[src/rtl/add3_pkg.sv]
// Shared types and helpers for the add3_share_arb round-robin adder sharing block.
package add3_pkg;

    typedef enum logic {
        IDLE = 1'b0,
        HOLD = 1'b1
    } state_t;

    localparam int CNT_W = 16;

    // Pointer moves to the requester just after the one granted, wrapping at nreq.
    function automatic int unsigned next_ptr(input int unsigned idx, input int unsigned nreq);
        return (idx + 1 >= nreq) ? 0 : idx + 1;
    endfunction

endpackage

[src/rtl/add3_share_arb_if.sv]
// Request/response bundle between the clients and the shared 3-operand adder arbiter.
interface add3_share_arb_if #(
    parameter int WIDTH = 8,
    parameter int NREQ  = 4
);
    import add3_pkg::*;

    localparam int IDW = $clog2(NREQ);

    logic [NREQ-1:0]       req;
    logic [NREQ*WIDTH-1:0] op_a;
    logic [NREQ*WIDTH-1:0] op_b;
    logic [NREQ*WIDTH-1:0] op_c;
    logic [NREQ-1:0]       gnt;
    logic                  rsp_valid;
    logic [IDW-1:0]        rsp_id;
    logic [WIDTH-1:0]      rsp_sum;
    logic                  rsp_ready;
    logic [CNT_W-1:0]      op_count;

    modport master (
        output req, op_a, op_b, op_c, rsp_ready,
        input  gnt, rsp_valid, rsp_id, rsp_sum, op_count
    );

    modport slave (
        input  req, op_a, op_b, op_c, rsp_ready,
        output gnt, rsp_valid, rsp_id, rsp_sum, op_count
    );

endinterface

[src/rtl/add3_operator.sv]
// Shared adder datapath: y = a + b + c, carries out of WIDTH bits are discarded.
module add3_operator #(
    parameter int WIDTH = 8
) (
    input  logic [WIDTH-1:0] a,
    input  logic [WIDTH-1:0] b,
    input  logic [WIDTH-1:0] c,
    output logic [WIDTH-1:0] y
);

    assign y = a + b + c;

endmodule

[src/rtl/add3_share_arb_rr_arbiter.sv]
// Combinational round-robin picker: first requester at or above ptr, wrapping mod NREQ.
module rr_arbiter #(
    parameter int NREQ = 4,
    parameter int IDW  = $clog2(NREQ)
) (
    input  logic [NREQ-1:0] req,
    input  logic [IDW-1:0]  ptr,
    output logic [NREQ-1:0] gnt,
    output logic [IDW-1:0]  winner
);

    logic           found;
    logic [IDW:0]   raw;
    logic [IDW-1:0] idx;

    always_comb begin
        gnt    = '0;
        winner = '0;
        found  = 1'b0;
        raw    = '0;
        idx    = '0;
        for (int k = 0; k < NREQ; k++) begin
            // One extra bit keeps ptr+k from overflowing before the modulo wrap.
            raw = {1'b0, ptr} + (IDW+1)'(k);
            if (raw >= (IDW+1)'(NREQ)) begin
                raw = raw - (IDW+1)'(NREQ);
            end
            idx = raw[IDW-1:0];
            if (!found && req[idx]) begin
                found    = 1'b1;
                gnt[idx] = 1'b1;
                winner   = idx;
            end
        end
    end

endmodule

[src/rtl/add3_share_arb.sv]
// Round-robin sequencer sharing one add3_operator among NREQ requesters, with a
// registered valid/ready result port and a handshake counter.
module add3_share_arb #(
    parameter int WIDTH = 8,
    parameter int NREQ  = 4
) (
    input logic            clk,
    input logic            rst_n,
    add3_share_arb_if.slave bus
);
    import add3_pkg::*;

    localparam int IDW = $clog2(NREQ);

    state_t           state, state_n;
    logic [IDW-1:0]   ptr;
    logic [IDW-1:0]   winner;
    logic [NREQ-1:0]  arb_gnt;
    logic             accept;
    logic             done;
    logic [WIDTH-1:0] a_sel, b_sel, c_sel, sum;
    logic             rsp_valid;
    logic [IDW-1:0]   rsp_id;
    logic [WIDTH-1:0] rsp_sum;
    logic [CNT_W-1:0] op_count;

    rr_arbiter #(.NREQ(NREQ), .IDW(IDW)) u_arb (
        .req    (bus.req),
        .ptr    (ptr),
        .gnt    (arb_gnt),
        .winner (winner)
    );

    always_comb begin
        a_sel = '0;
        b_sel = '0;
        c_sel = '0;
        for (int i = 0; i < NREQ; i++) begin
            if (winner == IDW'(i)) begin
                a_sel = bus.op_a[i*WIDTH +: WIDTH];
                b_sel = bus.op_b[i*WIDTH +: WIDTH];
                c_sel = bus.op_c[i*WIDTH +: WIDTH];
            end
        end
    end

    add3_operator #(.WIDTH(WIDTH)) u_add (
        .a (a_sel),
        .b (b_sel),
        .c (c_sel),
        .y (sum)
    );

    // A new grant is only possible when the output register is free or being drained now.
    always_comb begin
        state_n = state;
        accept  = 1'b0;
        done    = 1'b0;
        case (state)
            IDLE: begin
                if (|bus.req) begin
                    accept  = 1'b1;
                    state_n = HOLD;
                end
            end
            HOLD: begin
                if (bus.rsp_ready) begin
                    done = 1'b1;
                    if (|bus.req) begin
                        accept = 1'b1;
                    end else begin
                        state_n = IDLE;
                    end
                end
            end
            default: state_n = IDLE;
        endcase
        accept = accept & rst_n;
    end

    assign bus.gnt = accept ? arb_gnt : '0;

    always_ff @(posedge clk or negedge rst_n) begin
        if (!rst_n) begin
            state <= IDLE;
        end else begin
            state <= state_n;
        end
    end

    always_ff @(posedge clk or negedge rst_n) begin
        if (!rst_n) begin
            ptr       <= '0;
            rsp_valid <= 1'b0;
            rsp_id    <= '0;
            rsp_sum   <= '0;
            op_count  <= '0;
        end else begin
            if (accept) begin
                rsp_valid <= 1'b1;
                rsp_id    <= winner;
                rsp_sum   <= sum;
                ptr       <= IDW'(next_ptr(32'(winner), NREQ));
            end else if (done) begin
                rsp_valid <= 1'b0;
            end
            if (done) begin
                op_count <= op_count + CNT_W'(1);
            end
        end
    end

    assign bus.rsp_valid = rsp_valid;
    assign bus.rsp_id    = rsp_id;
    assign bus.rsp_sum   = rsp_sum;
    assign bus.op_count  = op_count;

endmodule
[src/flat_wrapper.sv]
// flat-port wrapper written by rule: the top's interface ports become plain ports
module add3_share_arb_flat import add3_pkg::*;
#(
    parameter int WIDTH = 8,
    parameter int NREQ  = 4
)
  (clk, rst_n, bus_req, bus_op_a, bus_op_b, bus_op_c, bus_rsp_ready, bus_gnt, bus_rsp_valid, bus_rsp_id, bus_rsp_sum, bus_op_count);
  add3_share_arb_if #(.WIDTH(WIDTH), .NREQ(NREQ)) bus_i ();
  input logic clk;
  input logic rst_n;
  input wire logic [$bits(bus_i.req)-1:0] bus_req;
  input wire logic [$bits(bus_i.op_a)-1:0] bus_op_a;
  input wire logic [$bits(bus_i.op_b)-1:0] bus_op_b;
  input wire logic [$bits(bus_i.op_c)-1:0] bus_op_c;
  input wire logic [$bits(bus_i.rsp_ready)-1:0] bus_rsp_ready;
  output wire logic [$bits(bus_i.gnt)-1:0] bus_gnt;
  output wire logic [$bits(bus_i.rsp_valid)-1:0] bus_rsp_valid;
  output wire logic [$bits(bus_i.rsp_id)-1:0] bus_rsp_id;
  output wire logic [$bits(bus_i.rsp_sum)-1:0] bus_rsp_sum;
  output wire logic [$bits(bus_i.op_count)-1:0] bus_op_count;
  assign bus_i.req = bus_req;
  assign bus_i.op_a = bus_op_a;
  assign bus_i.op_b = bus_op_b;
  assign bus_i.op_c = bus_op_c;
  assign bus_i.rsp_ready = bus_rsp_ready;
  assign bus_gnt = bus_i.gnt;
  assign bus_rsp_valid = bus_i.rsp_valid;
  assign bus_rsp_id = bus_i.rsp_id;
  assign bus_rsp_sum = bus_i.rsp_sum;
  assign bus_op_count = bus_i.op_count;
  add3_share_arb #(.WIDTH(WIDTH), .NREQ(NREQ)) u_core (.clk(clk), .rst_n(rst_n), .bus(bus_i));
endmodule
[config.mk]
export PLATFORM = sky130hd
export DESIGN_NAME = add3_share_arb_flat
export DESIGN_NICKNAME = d
export VERILOG_FILES = /design/src/rtl/add3_pkg.sv /design/src/rtl/add3_share_arb_if.sv /design/src/rtl/add3_operator.sv /design/src/rtl/add3_share_arb_rr_arbiter.sv /design/src/rtl/add3_share_arb.sv /design/src/flat_wrapper.sv
export SDC_FILE = /design/constraint.sdc
export NUM_CORES = 1
export LEC_CHECK = 0
export ABC_AREA = 1
export BUFFER_PORTS_ARGS = -buffer_cell sky130_fd_sc_hd__buf_2
export CAP_MARGIN = 20
export CORE_MARGIN = 8
export CORE_UTILIZATION = 43
export CTS_BUF_LIST = sky130_fd_sc_hd__clkbuf_16
export CTS_CLUSTER_DIAMETER = 120
export CTS_CLUSTER_SIZE = 8
export DETAILED_ROUTE_END_ITERATION = 8
export PLACE_DENSITY = 0.78
export SLEW_MARGIN = 20
export SYNTH_ARGS = -nofsm -noshare
export SYNTH_HDL_FRONTEND = slang
export SYNTH_HIERARCHICAL = 1
export SYNTH_SLANG_ARGS = --single-unit
[constraint.sdc]
create_clock -name clk -period 5.6 [get_ports clk]
set_clock_uncertainty 0.1 [all_clocks]
set_input_delay 0.84 -clock clk [delete_from_list [all_inputs] [get_ports clk]]
set_output_delay 0.84 -clock clk [all_outputs]
set_load 0.05 [all_outputs]
Word level (Yosys, flattened, before mapping)
Cells that the tools add are included.

word-level totals
  register bits after elaboration = 30
  bits of input ports = 103
  memories = 0
  bits in latches = 0
  RAM bits = 0
  bits in read-only memories = 0

operators by class
  multipliers = 0
  magnitude comparators = 13
  reduce and logical (&&, ||, !) cells = 13
  eq/ne operators = 3
  mux-type cells = 54
  $add $sub $neg = 11
  shift-type cells = 0
  bitwise gates (word level) = 5
  div/mod/pow operators = 0

operators with widths
  operator                 number
  $mux W8                  12
  $mux W4                  5
  $mux W1                  18
  $mux W2                  9
  $add A16 B1 Y16 const B  1
  $add A8 B8 Y8            2
  $ge A3 B3 Y1 const B     4
  $lt A2 B3 Y1 const B     4
  $or A4 B4 Y4             3
  $bmux W1 S2              4
  $demux W1 S2             4
  $ge A2 B1 Y1 const B     4
  $sub A2 B1 Y2 const B    4
  $logic_and A1 B1 Y1      7
  $add A2 B1 Y3 const B    2
  $add A2 B2 Y3 const B    2
  $eq A2 B2 Y1 const B     2
  $pmux W1 S2              2
  $reduce_or A4 Y1         1
  $ge A2 B3 Y1 const B     1
  $logic_not A1 Y1         3
  $eq A2 B1 Y1 const B     1
  $logic_not A2 Y1         1
  $reduce_bool A2 Y1       1
  2 further kinds          2

Depth between registers and ports, before layout
Gate-level depths: netlist of run 1.

  word-level depth = 21
  depth in mapped cells = 30

Cells and area by module
The synthesis of run 1 kept the hierarchy.

modules (own cells, without submodules)
  module          instances  area an instance (um^2)  cells an instance
  add3_share_arb  1          2,249.7                  346
  add3_operator   1          530.5                    81
  rr_arbiter      1          439.2                    73

Worst setup path after synthesis of run 1
No wires, ideal clock.

  kind = register to register
  start point = register u_core.ptr[0]
  end point = register u_core.rsp_sum[7] (netlist: u_core/bus.rsp_sum[7])
  data arrival time = 4,076 ps
  slack = 1,301 ps
  stages on the path, launching flop included = 29
  setup time = 122 ps
  clock period less this slack = 4,299 ps
  required time = 5,378 ps
  cell sequence = dfrtp_1 inv_2 ha_1 inv_1 nand2_1 nand2_2 nor2_4 buf_6 nand3_1 nand3_1 inv_1 ha_1 buf_2 inv_1 buf_2 nand2_1 a21oi_1 inv_1 fa_1 inv_1 ha_1 inv_1 fa_1 nor3_2 nor2_1 nand2_1 nand2_1 inv_1 o21ai_1

on the way
  cells in the longest elaborated chain, start to end = 21
  elaborated cells on any way between the ends = 54
  those cells by class = 9 x add/sub; 4 x order compare; 3 x eq/ne; 31 x mux; 7 x reduce/logical

RTL lines
  item                                                                    RTL line                         text
  start: declaration                                                      add3_share_arb.sv:16             logic [IDW-1:0] ptr;
  start signal: assignment                                                add3_share_arb.sv:103            ptr <= IDW'(next_ptr(32'(winner), NREQ));
  parallel branches: the longest is 13 deep, another holds $add A2 B1 Y3  -
  $mux W2 (*)                                                             add3_share_arb_rr_arbiter.sv:29  if (!found && req[idx]) begin
  net u_core.winner[0]                                                    add3_share_arb.sv:17             logic [IDW-1:0] winner;
  $logic_not A2 Y1                                                        add3_share_arb.sv:39             if (winner == IDW'(i)) begin
  $mux W8 (3 in a row)                                                    add3_share_arb.sv:39
  $mux W8 (*)                                                             add3_share_arb.sv:39
  net u_core.a_sel[0]                                                     add3_share_arb.sv:21             logic [WIDTH-1:0] a_sel, b_sel, c_sel, sum;
  $add A8 B8 Y8 (*) (2 in a row)                                          add3_operator.sv:11              assign y = a + b + c;
  net u_core.sum[7]                                                       add3_share_arb.sv:21
  end signal: assignment                                                  add3_share_arb.sv:102            rsp_sum <= sum;
  end: declaration                                                        add3_share_arb.sv:24             logic [WIDTH-1:0] rsp_sum;

Mark *: on every way through the listed nets, which the timed path passes. The select of a mux whose other input is x is not followed.
A chain may end at the register's enable or synchronous reset.

Final worst setup path of run 1
  start point = register u_core.ptr[1]
  end point = register u_core.rsp_sum[5] (netlist: u_core/bus.rsp_sum[5])

on the way
  cells in the longest elaborated chain, start to end = 21
  elaborated cells on any way between the ends = 54
  those cells by class = 9 x add/sub; 4 x order compare; 3 x eq/ne; 31 x mux; 7 x reduce/logical

RTL lines
  item                                                                    RTL line
  parallel branches: the longest is 13 deep, another holds $add A2 B1 Y3  -
  $mux W2 (*)                                                             add3_share_arb_rr_arbiter.sv:29
  net u_core.winner[0]                                                    add3_share_arb.sv:17
  $logic_not A2 Y1                                                        add3_share_arb.sv:39
  $mux W8 (3 in a row)                                                    add3_share_arb.sv:39
  $mux W8 (*)                                                             add3_share_arb.sv:39
  net u_core.b_sel[1]                                                     add3_share_arb.sv:21
  $add A8 B8 Y8 (*) (2 in a row)                                          add3_operator.sv:11
  net u_core.sum[5]                                                       add3_share_arb.sv:21

Marks and branches as above.

==> results of run 1 <==
## path summary, 6_finish.rpt
path / slack (ps) / to
max: 660 / u_core/bus.rsp_sum[5]
min: 390 / u_core/bus.rsp_sum[2]
max reg2reg: 660 / u_core/bus.rsp_sum[5]
min reg2reg: 390 / u_core/bus.rsp_sum[2]
max in group asynchronous: 4470 / u_core/bus.op_count[13]
min in group asynchronous: 500 / u_core/state
## critical path, stage by stage, from the launching register on
cell	delay (ps)
sky130_fd_sc_hd__dfrtp_1	520
sky130_fd_sc_hd__inv_2	130
sky130_fd_sc_hd__ha_1	360
sky130_fd_sc_hd__inv_1	140
sky130_fd_sc_hd__nand3_1	110
sky130_fd_sc_hd__nand2_1	90
sky130_fd_sc_hd__nor2_2	70
sky130_fd_sc_hd__a21oi_1	150
sky130_fd_sc_hd__nand3_1	150
sky130_fd_sc_hd__inv_1	150
sky130_fd_sc_hd__ha_1	590
sky130_fd_sc_hd__buf_4	270
sky130_fd_sc_hd__nand2_1	50
sky130_fd_sc_hd__o21ai_1	120
sky130_fd_sc_hd__nand2_1	60
sky130_fd_sc_hd__a21oi_1	210
sky130_fd_sc_hd__fa_1	450
sky130_fd_sc_hd__ha_1	240
sky130_fd_sc_hd__inv_1	80
sky130_fd_sc_hd__fa_1	240
sky130_fd_sc_hd__inv_1	70
sky130_fd_sc_hd__a21oi_1	170
sky130_fd_sc_hd__xnor2_1	140
sky130_fd_sc_hd__inv_1	50
sky130_fd_sc_hd__o21ai_0	140
## Yosys cell counts
library cell,instances
sky130_fd_sc_hd__ha_1,16
sky130_fd_sc_hd__nor2_1,43
sky130_fd_sc_hd__nand4_1,12
sky130_fd_sc_hd__nor2_2,4
sky130_fd_sc_hd__o211ai_1,2
sky130_fd_sc_hd__buf_6,2
sky130_fd_sc_hd__clkbuf_1,8
sky130_fd_sc_hd__nand2_4,1
sky130_fd_sc_hd__a21boi_0,4
sky130_fd_sc_hd__nand3_4,1
sky130_fd_sc_hd__nand3_1,18
sky130_fd_sc_hd__a21oi_1,59
sky130_fd_sc_hd__buf_2,8
sky130_fd_sc_hd__dfrtp_1,30
sky130_fd_sc_hd__nand2_2,12
sky130_fd_sc_hd__nor3_1,1
sky130_fd_sc_hd__inv_1,54
sky130_fd_sc_hd__nand2_1,147
sky130_fd_sc_hd__o21ai_1,15
sky130_fd_sc_hd__o21ai_0,21
sky130_fd_sc_hd__nor3_2,2
sky130_fd_sc_hd__inv_2,6
sky130_fd_sc_hd__nor2_4,3
sky130_fd_sc_hd__xor2_1,6
sky130_fd_sc_hd__buf_4,3
sky130_fd_sc_hd__mux2_2,1
sky130_fd_sc_hd__xnor2_1,8
sky130_fd_sc_hd__nand3_2,4
sky130_fd_sc_hd__fa_1,8
sky130_fd_sc_hd__nand3b_1,1
## cell usage in the layout (no fill, tap or decap), types with 8 or more instances in the layout
| cell type | n |
|---|---|
| sky130_fd_sc_hd__buf_2 | 133 |
| sky130_fd_sc_hd__inv_1 | 56 |
| sky130_fd_sc_hd__a21oi_1 | 59 |
| sky130_fd_sc_hd__buf_4 | 8 |
| sky130_fd_sc_hd__nand2_1 | 147 |
| sky130_fd_sc_hd__nand4_1 | 12 |
| sky130_fd_sc_hd__ha_1 | 15 |
| sky130_fd_sc_hd__fa_1 | 8 |
| sky130_fd_sc_hd__dfrtp_1 | 30 |
| sky130_fd_sc_hd__xnor2_1 | 8 |
| sky130_fd_sc_hd__nand2_2 | 12 |
| sky130_fd_sc_hd__nand3_1 | 18 |
| sky130_fd_sc_hd__o21ai_1 | 15 |
| sky130_fd_sc_hd__nor2_1 | 43 |
| sky130_fd_sc_hd__o21ai_0 | 21 |
## layer usage
| layer | share of wire (%) | routed length [um] | track usage, % |
|---|---|---|---|
| met5 | 0 | 0 | 0 |
| met3 | 8.2 | 777 | 4.05 |
| met2 | 49 | 4670 | 33.4 |
| met1 | 41 | 3880 | 20.4 |
| met4 | 1.6 | 150 | 4.85 |
## per-stage QoR
stage	hold slack [ps]	util, %	setup WS [ps]
final	389	56.4	661
after global routing	428	56.4	187
after CTS	387	56.3	461
after detailed placement	376	54.5	404
after global placement	368	54.5	629
after floorplan	444	-	1300
## flip-flops by register name, indices dropped and copies added, names as in the netlist
name                  cells
u_core/bus.op_count      16
u_core/bus.rsp_sum        8
u_core/bus.rsp_id         2
u_core/ptr                2
u_core/bus.rsp_valid      1
u_core/state              1
## cell type report
cell class	count	area (um2)
clock buffers	5	125
clock inverters	2	7.51
inverters	60	225
repair buffers	141	726
well taps	99	124
fillers	727	3160
multi-input cells	389	2130
flip-flops and latches	30	751
## logic make-up (layout without fill, tap and decap cells)
kind of cell | count (synthesis) | after routing | synth area share (%)
DFF | 30 | 30 | 23.3
xor gates and xnor gates | 14 | 14 | 3.81
muxes | 1 | 1 | 0.350
AOI/OAI and AO/OA | 101 | 101 | 16.2
adders and majority gates | 24 | 24 | 11.2
and+or+nand+nor | 249 | 249 | 34.6
buffers and inverters | 81 | 208 | 10.6
## repair_timing
item / 4_1_cts / 5_1_grt
endpoints found under the setup margin: 0 / 3
hold endpoints to repair: 0 / 0
resized for setup: 0 / 1
==> out/qor.log, run 1 <==
qor: die.fp.dieH 103 um
qor: grt.first_pass_grt_wire_length 15.8 mm
qor: timing.relSlewSlack 56.9%
qor: grt.grt_usage 18.1%
qor: place.placed_cells 719
qor: final_layout.share_of_final_layout_standard_cells_stronger_than_drive_strength_1 28.9%
qor: logic_synthesis.postSynthNetCount 627
qor: timing.tightest_slew 647 ps
qor: clock_tree.cts_buf_count 5
qor: critical_path.endpoint_kind flip-flop
qor: logic_synthesis.synth.avg_cell_area 6.44 um2
qor: critical_path.timing_worst_setup_path_type flip-flop to flip-flop
qor: drt.via_per_inst 5.03
qor: logic_synthesis.synthesis.area 0.00322 mm2
qor: timing.layout_worst_path_cycle_share 88.2%
qor: hold_path.hold_start u_core/bus.rsp_sum[2]
qor: final_layout.layout.nets 754
qor: critical_path.worstRegToRegCells 24
qor: timing.hold_viol 0
qor: die.start_util 44.4%
qor: critical_path.startpoint u_core/ptr[1]
qor: clock_tree.post_cts.repair.setup_buffers 0
qor: drt.detailedRoute.firstIterationViolations 131
qor: logic_synthesis.synth-seq-area-share 23.3%
qor: drt.totalWireLength 9.47 mm
qor: final_layout.cell_count_final_fillers_out 726
qor: timing.finalSetupViolations 0
qor: die.placementRows 31
qor: grt.antenna_found_initial 0
qor: drt.wl_per_cell 13.0 um
qor: die.die_w 103 um
qor: place.dp.final_hpwl 7.75 mm
qor: logic_synthesis.yosysWarnings 6
qor: place.place_area 0.00395 mm2
qor: clock_tree.root_buffer sky130_fd_sc_hd__clkbuf_16
qor: final_layout.post-route-cell-area 0.00409 mm2
qor: final_layout.num_antenna_cells 0
qor: place.placement.io_buffers 133
qor: run_status.outcome finished clean
qor: hold_path.cell_depth_of_the_worst_hold_path 2
qor: critical_path.critical_path_peak_fanout 18
qor: critical_path.arrival_time_of_the_worst_setup_path 5020 ps
qor: critical_path.kind_of_launch_point_of_the_worst_setup_path flip-flop
qor: grt.total_overflow_reported_by_the_global_router 0
qor: final_layout.synthesis_to_layout_area_growth 27.0%
qor: drt.num_vias 3649
qor: hold_path.timing.hold.worst.class flip-flop to flip-flop
qor: timing.final_period_minus_worst_setup_slack 4940 ps
qor: logic_synthesis.cells_after_synth 500
qor: logic_synthesis.synth-seq-cells 30
qor: clock_tree.tritoncts done
qor: clock_tree.holdBufCountCts 0
qor: die.placeableCoreArea 0.00725 mm2
qor: timing.rsz0062_at_grt false
qor: clock_tree.clk-insertion-delay-late 260 ps
qor: logic_synthesis.largest_cells_by_area_after_synthesis sky130_fd_sc_hd__dfrtp_1 23%, sky130_fd_sc_hd__nand2_1 17%, sky130_fd_sc_hd__a21oi_1 9.2%
qor: drt.final_antenna_net_count 0
qor: critical_path.cp.required 5680 ps
qor: clock_tree.tritoncts_num_sinks 30
qor: place.gp_congestion 0.856
qor: timing.fin_setup_tns 0 ps
qor: die.design.portCount 134
qor: die.fp.dieArea 0.0105 mm2
qor: logic_synthesis.synthDominantCellAreaShare 23.3%
qor: clock_tree.clk_pin_slew 40 ps
qor: grt.pin_count_of_the_biggest_net_entering_global_routing 34
qor: clock_tree.clock_tree.buffer_depth 2
qor: clock_tree.cts_max_level 2
qor: timing.clock.fmax 0.202 GHz
qor: logic_synthesis.synth_top_area_cell sky130_fd_sc_hd__dfrtp_1
qor: drt.residual_drc_count 0
qor: timing.drv_slew 0
qor: logic_synthesis.post_synth_num_cell_types 30
qor: grt.first_global_vias 3775
qor: critical_path.rr_startpoint u_core/ptr[1]
qor: flow_run.cap_violations 0
qor: drt.drt_pre_antenna_iters 5
Power of run 1 is left out: the tool's default activity adds up to more than one toggle a clock period on the data nets, which glitch-free logic cannot reach.
==> run 2, diff against run 1 <==
Settings changed: ABC_AREA 1 to default, GPL_TIMING_DRIVEN from default to 0, PLACE_DENSITY 0.78 to 0.79.
Clock period 5.6 ns to 4.9 ns, I/O delays scaled along.
==> out/qor.log, run 2 <==
qor: run_status.outcome complete, but fails checks
qor: run_status.violations setup timing
qor: die.die_w 99.3 um [-3.1%]
qor: final_layout.post-route-cell-area 0.00464 mm2 [+14%]
qor: drt.drt_pre_antenna_iters 5 [unchanged]
qor: place.gp_congestion 0.881 [+3.0%]
qor: die.placementRows 30 [-3.2%]
qor: final_layout.share_of_final_layout_standard_cells_stronger_than_drive_strength_1 52.8% [+24 points]
qor: logic_synthesis.postSynthNetCount 463 [-26%]
qor: logic_synthesis.synth_compound_gate_area_share 20.5% [+4.3 points]
qor: logic_synthesis.number_of_flops_mapped_to_enable_cells_by_yosys 0 [unchanged]
qor: timing.tightest_slew 684 ps [+37.4 ps]
qor: critical_path.arrival_time_of_the_worst_setup_path 5010 ps [about the same]
qor: clock_tree.clock_tree.buffer_depth 2 [unchanged]
qor: logic_synthesis.cells_after_synth 336 [-33%]
qor: drt.final_antenna_net_count 0 [unchanged]
qor: final_layout.final_cell_mix 134 x sky130_fd_sc_hd__buf_2, 51 x sky130_fd_sc_hd__buf_4, 47 x sky130_fd_sc_hd__nand2_1, 29 x sky130_fd_sc_hd__dfrtp_1, 24 x sky130_fd_sc_hd__nor2b_1
qor: clock_tree.clk-insertion-delay-late 270 ps [about the same]
qor: final_layout.layout.filler_cells 502 [-31%]
qor: logic_synthesis.largest_cells_by_area_after_synthesis sky130_fd_sc_hd__dfrtp_1 25%, sky130_fd_sc_hd__a221oi_1 6.8%, sky130_fd_sc_hd__ha_1 6.7%
qor: flow_run.cap_violations 0 [unchanged]
qor: timing.layout_worst_path_cycle_share 101%
qor: clock_tree.tritoncts done
qor: logic_synthesis.yosysWarnings 6 [unchanged]
qor: timing.fin_setup_tns -89.3 ps [-89.3 ps]
qor: clock_tree.cts_max_level 2 [unchanged]
qor: timing.hold_viol 0 [unchanged]
qor: logic_synthesis.synth_most_common_cell sky130_fd_sc_hd__nand2_1
qor: grt.first_pass_grt_wire_length 16.2 mm [+2.6%]
qor: clock_tree.cts_buf_count 5 [unchanged]
qor: timing.clock.fmax 0.202 GHz
qor: logic_synthesis.synth-main-ff-cell sky130_fd_sc_hd__dfrtp_1
qor: logic_synthesis.synthDominantCellAreaShare 25.2% [+1.8 points]
qor: critical_path.critical_path_peak_fanout 10 [-8]
qor: place.dp.final_hpwl 7.35 mm [-5.2%]
qor: timing.finalSetupViolations 2 [+2]
qor: logic_synthesis.ys_top_cells_by_count 49 x sky130_fd_sc_hd__nand2_1, 30 x sky130_fd_sc_hd__dfrtp_1, 25 x sky130_fd_sc_hd__o31ai_1
qor: drt.wl_per_cell 17.8 um [+37%]
qor: clock_tree.root_buffer sky130_fd_sc_hd__clkbuf_16
qor: critical_path.cp.required 4960 ps [-720 ps]
qor: logic_synthesis.synth_xor_xnor_area_share 6.46% [+2.6 points]
qor: logic_synthesis.synth-async-reset-ratio 100% [unchanged]
qor: final_layout.layout.nets 651 [-14%]
qor: logic_synthesis.synth-seq-cells 30 [unchanged]
qor: die.design.portCount 134 [unchanged]
qor: drt.num_vias 3393 [-7.0%]
qor: clock_tree.tritoncts_num_sinks 30 [unchanged]
qor: critical_path.kind_of_launch_point_of_the_worst_setup_path input port
qor: clock_tree.clk_pin_slew 50 ps [about the same]
qor: timing.drv_slew 0 [unchanged]
qor: drt.detailedRoute.firstIterationViolations 226 [+73%]
qor: logic_synthesis.synth-seq-area-share 25.2% [+1.8 points]
qor: timing.rsz0062_at_grt true
qor: logic_synthesis.synth.avg_cell_area 8.88 um2 [+38%]
qor: final_layout.top_register u_core/bus.op_count
qor: timing.relSlewSlack 54.4% [-2.5 points]
qor: die.placeableCoreArea 0.00676 mm2 [-6.8%]
qor: hold_path.timing.hold.worst.class flip-flop to flip-flop
qor: final_layout.cell_count_final_fillers_out 605 [-17%]
qor: logic_synthesis.synth-simple-area-share 20.7% [-14 points]
qor: logic_synthesis.post_synth_num_cell_types 48 [+60%]
qor: final_layout.leading_cell_type_in_the_layout_fill_and_taps_excluded sky130_fd_sc_hd__buf_2
qor: timing.final_critical_path_setup_slack -54.8 ps [-715 ps]
qor: grt.grt_usage 20.1% [+1.9 points]
qor: final_layout.biggestRegsByFlops u_core/bus.op_count: 16 flops, u_core/bus.rsp_sum: 8 flops
qor: logic_synthesis.synthesis.area 0.00298 mm2 [-7.3%]
qor: die.fp.dieH 99.3 um [-3.1%]
qor: drt.totalWireLength 10.8 mm [+14%]
qor: place.placement.io_buffers 133 [unchanged]
qor: logic_synthesis.synth_top_area_cell sky130_fd_sc_hd__dfrtp_1
qor: critical_path.endpoint_kind flip-flop
qor: final_layout.synthesis_to_layout_area_growth 55.6%
qor: final_layout.num_antenna_cells 0 [unchanged]
qor: grt.pin_count_of_the_biggest_net_entering_global_routing 32 [-5.9%]
qor: die.start_util 44.2% [-0.22 points]
qor: die.fp.dieArea 0.00986 mm2 [-6.2%]
qor: logic_synthesis.synthAdderAreaFrac 12.1% [+0.88 points]
qor: final_layout.largest_reg_flops 16 [unchanged]
qor: place.placed_cells 549 [-24%]
qor: grt.first_global_vias 3481 [-7.8%]
qor: grt.antenna_found_initial 0 [unchanged]
qor: drt.via_per_inst 5.61 [+12%]
qor: grt.total_overflow_reported_by_the_global_router 0 [unchanged]
qor: drt.residual_drc_count 0 [unchanged]
qor: logic_synthesis.yosys-mux-area-fraction 8.18% [+7.8 points]
qor: logic_synthesis.main_combinational_cell_family_by_area_after_synthesis simple AND/OR/NAND/NOR gates
qor: timing.final_period_minus_worst_setup_slack 4950 ps
qor: place.place_area 0.00378 mm2 [-4.4%]
qor: critical_path.timing_worst_setup_path_type input port to flip-flop
## run 2: cell count changes in the layout (fill, tap and decap cells not counted), moves of 18 or more
| cell | change |
|---|---|
| sky130_fd_sc_hd__o31ai_1 | +18 |
| sky130_fd_sc_hd__buf_4 | +43 |
| sky130_fd_sc_hd__a21oi_1 | -57 |
| sky130_fd_sc_hd__inv_1 | -40 |
| sky130_fd_sc_hd__nor2_1 | -30 |
| sky130_fd_sc_hd__nor2b_1 | +24 |
| sky130_fd_sc_hd__nand2_1 | -100 |
## run 2: final cells by class
class	count	area [um2]	area share, %
buffer	22	241	5.20
sequential	30	752	16.2
multi-input combinational	261	2270	49.0
inverter	21	86.3	1.86
clock inverter	3	12.5	0.269
clock buffer	5	125	2.69
tap	80	100	2.16
timing repair buffer	183	1050	22.7
## run 2: timing repair
| action | 4_1_cts | 5_1_grt |
|---|---|---|
| endpoints found under the setup margin | 6 | 5 |
| hold buffers | 0 | 0 |
| pin swaps | 15 | 21 |
| buffers inserted | 36 | 15 |
| gates resized for setup | 51 | 50 |
## run 2: worst max-delay path: stages
cell and delay, ps:
sky130_fd_sc_hd__buf_2 110, sky130_fd_sc_hd__buf_2 170, sky130_fd_sc_hd__mux4_2 520, sky130_fd_sc_hd__or2_4 310
sky130_fd_sc_hd__a21oi_4 180, sky130_fd_sc_hd__a31oi_4 60, sky130_fd_sc_hd__inv_4 120, sky130_fd_sc_hd__ha_4 150
sky130_fd_sc_hd__nor2b_4 190, sky130_fd_sc_hd__buf_8 160, sky130_fd_sc_hd__buf_4 130, sky130_fd_sc_hd__a221oi_1 70
sky130_fd_sc_hd__o31ai_1 370, sky130_fd_sc_hd__fa_1 500, sky130_fd_sc_hd__ha_2 400, sky130_fd_sc_hd__o21a_1 150
sky130_fd_sc_hd__o31a_1 180, sky130_fd_sc_hd__o22ai_2 100, sky130_fd_sc_hd__xnor2_1 130, sky130_fd_sc_hd__mux2_4 280
## run 2: path summary, 6_finish.rpt
| kind | from | to | slack (ps) | cells after the start |
|---|---|---|---|---|
| min in group asynchronous | rst_n | u_core/bus.op_count[9] | 400 | 1 |
| worst min-delay path | u_core/bus.op_count[15] | u_core/bus.op_count[15] | 370 | 1 |
| worst max register to register | u_core/ptr[0] | u_core/bus.rsp_sum[7] | -50 | 22 |
| worst max-delay path | bus_req[1] | u_core/bus.rsp_sum[7] | -50 | 20 |
| worst min register to register | u_core/bus.op_count[15] | u_core/bus.op_count[15] | 370 | 1 |
| max in group asynchronous | rst_n | u_core/ptr[0] | 3810 | 1 |
## run 2: routing by layer
layer	vias to the layer above	global-route usage (%)	share of wire [%]
met5	-	0	0
met4	0	6.75	2.8
met3	30	5.38	7.5
met2	180	35.7	49
met1	1610	22.5	40
li1	1573	-	-
## run 2: cell families after synthesis
| kind of cell | after synthesis |
|---|---|
| DFF | 30 |
| AOI/OAI and AO/OA | 80 |
| muxes | 16 |
| and+or+nand+nor | 119 |
| buffers and inverters | 45 |
| xor gates and xnor gates | 22 |
| adders and majority gates | 24 |
## run 2: stage by stage
step	util, %	setup WS, ps	hold slack, ps
final	68.7	-54.8	366
after global routing	68.7	-129	407
after CTS	64.9	14.9	368
after detailed placement	55.9	-773	361
after global placement	55.9	-657	355
after floorplan	-	1.98	339
Power of run 2 is left out for the same reason.
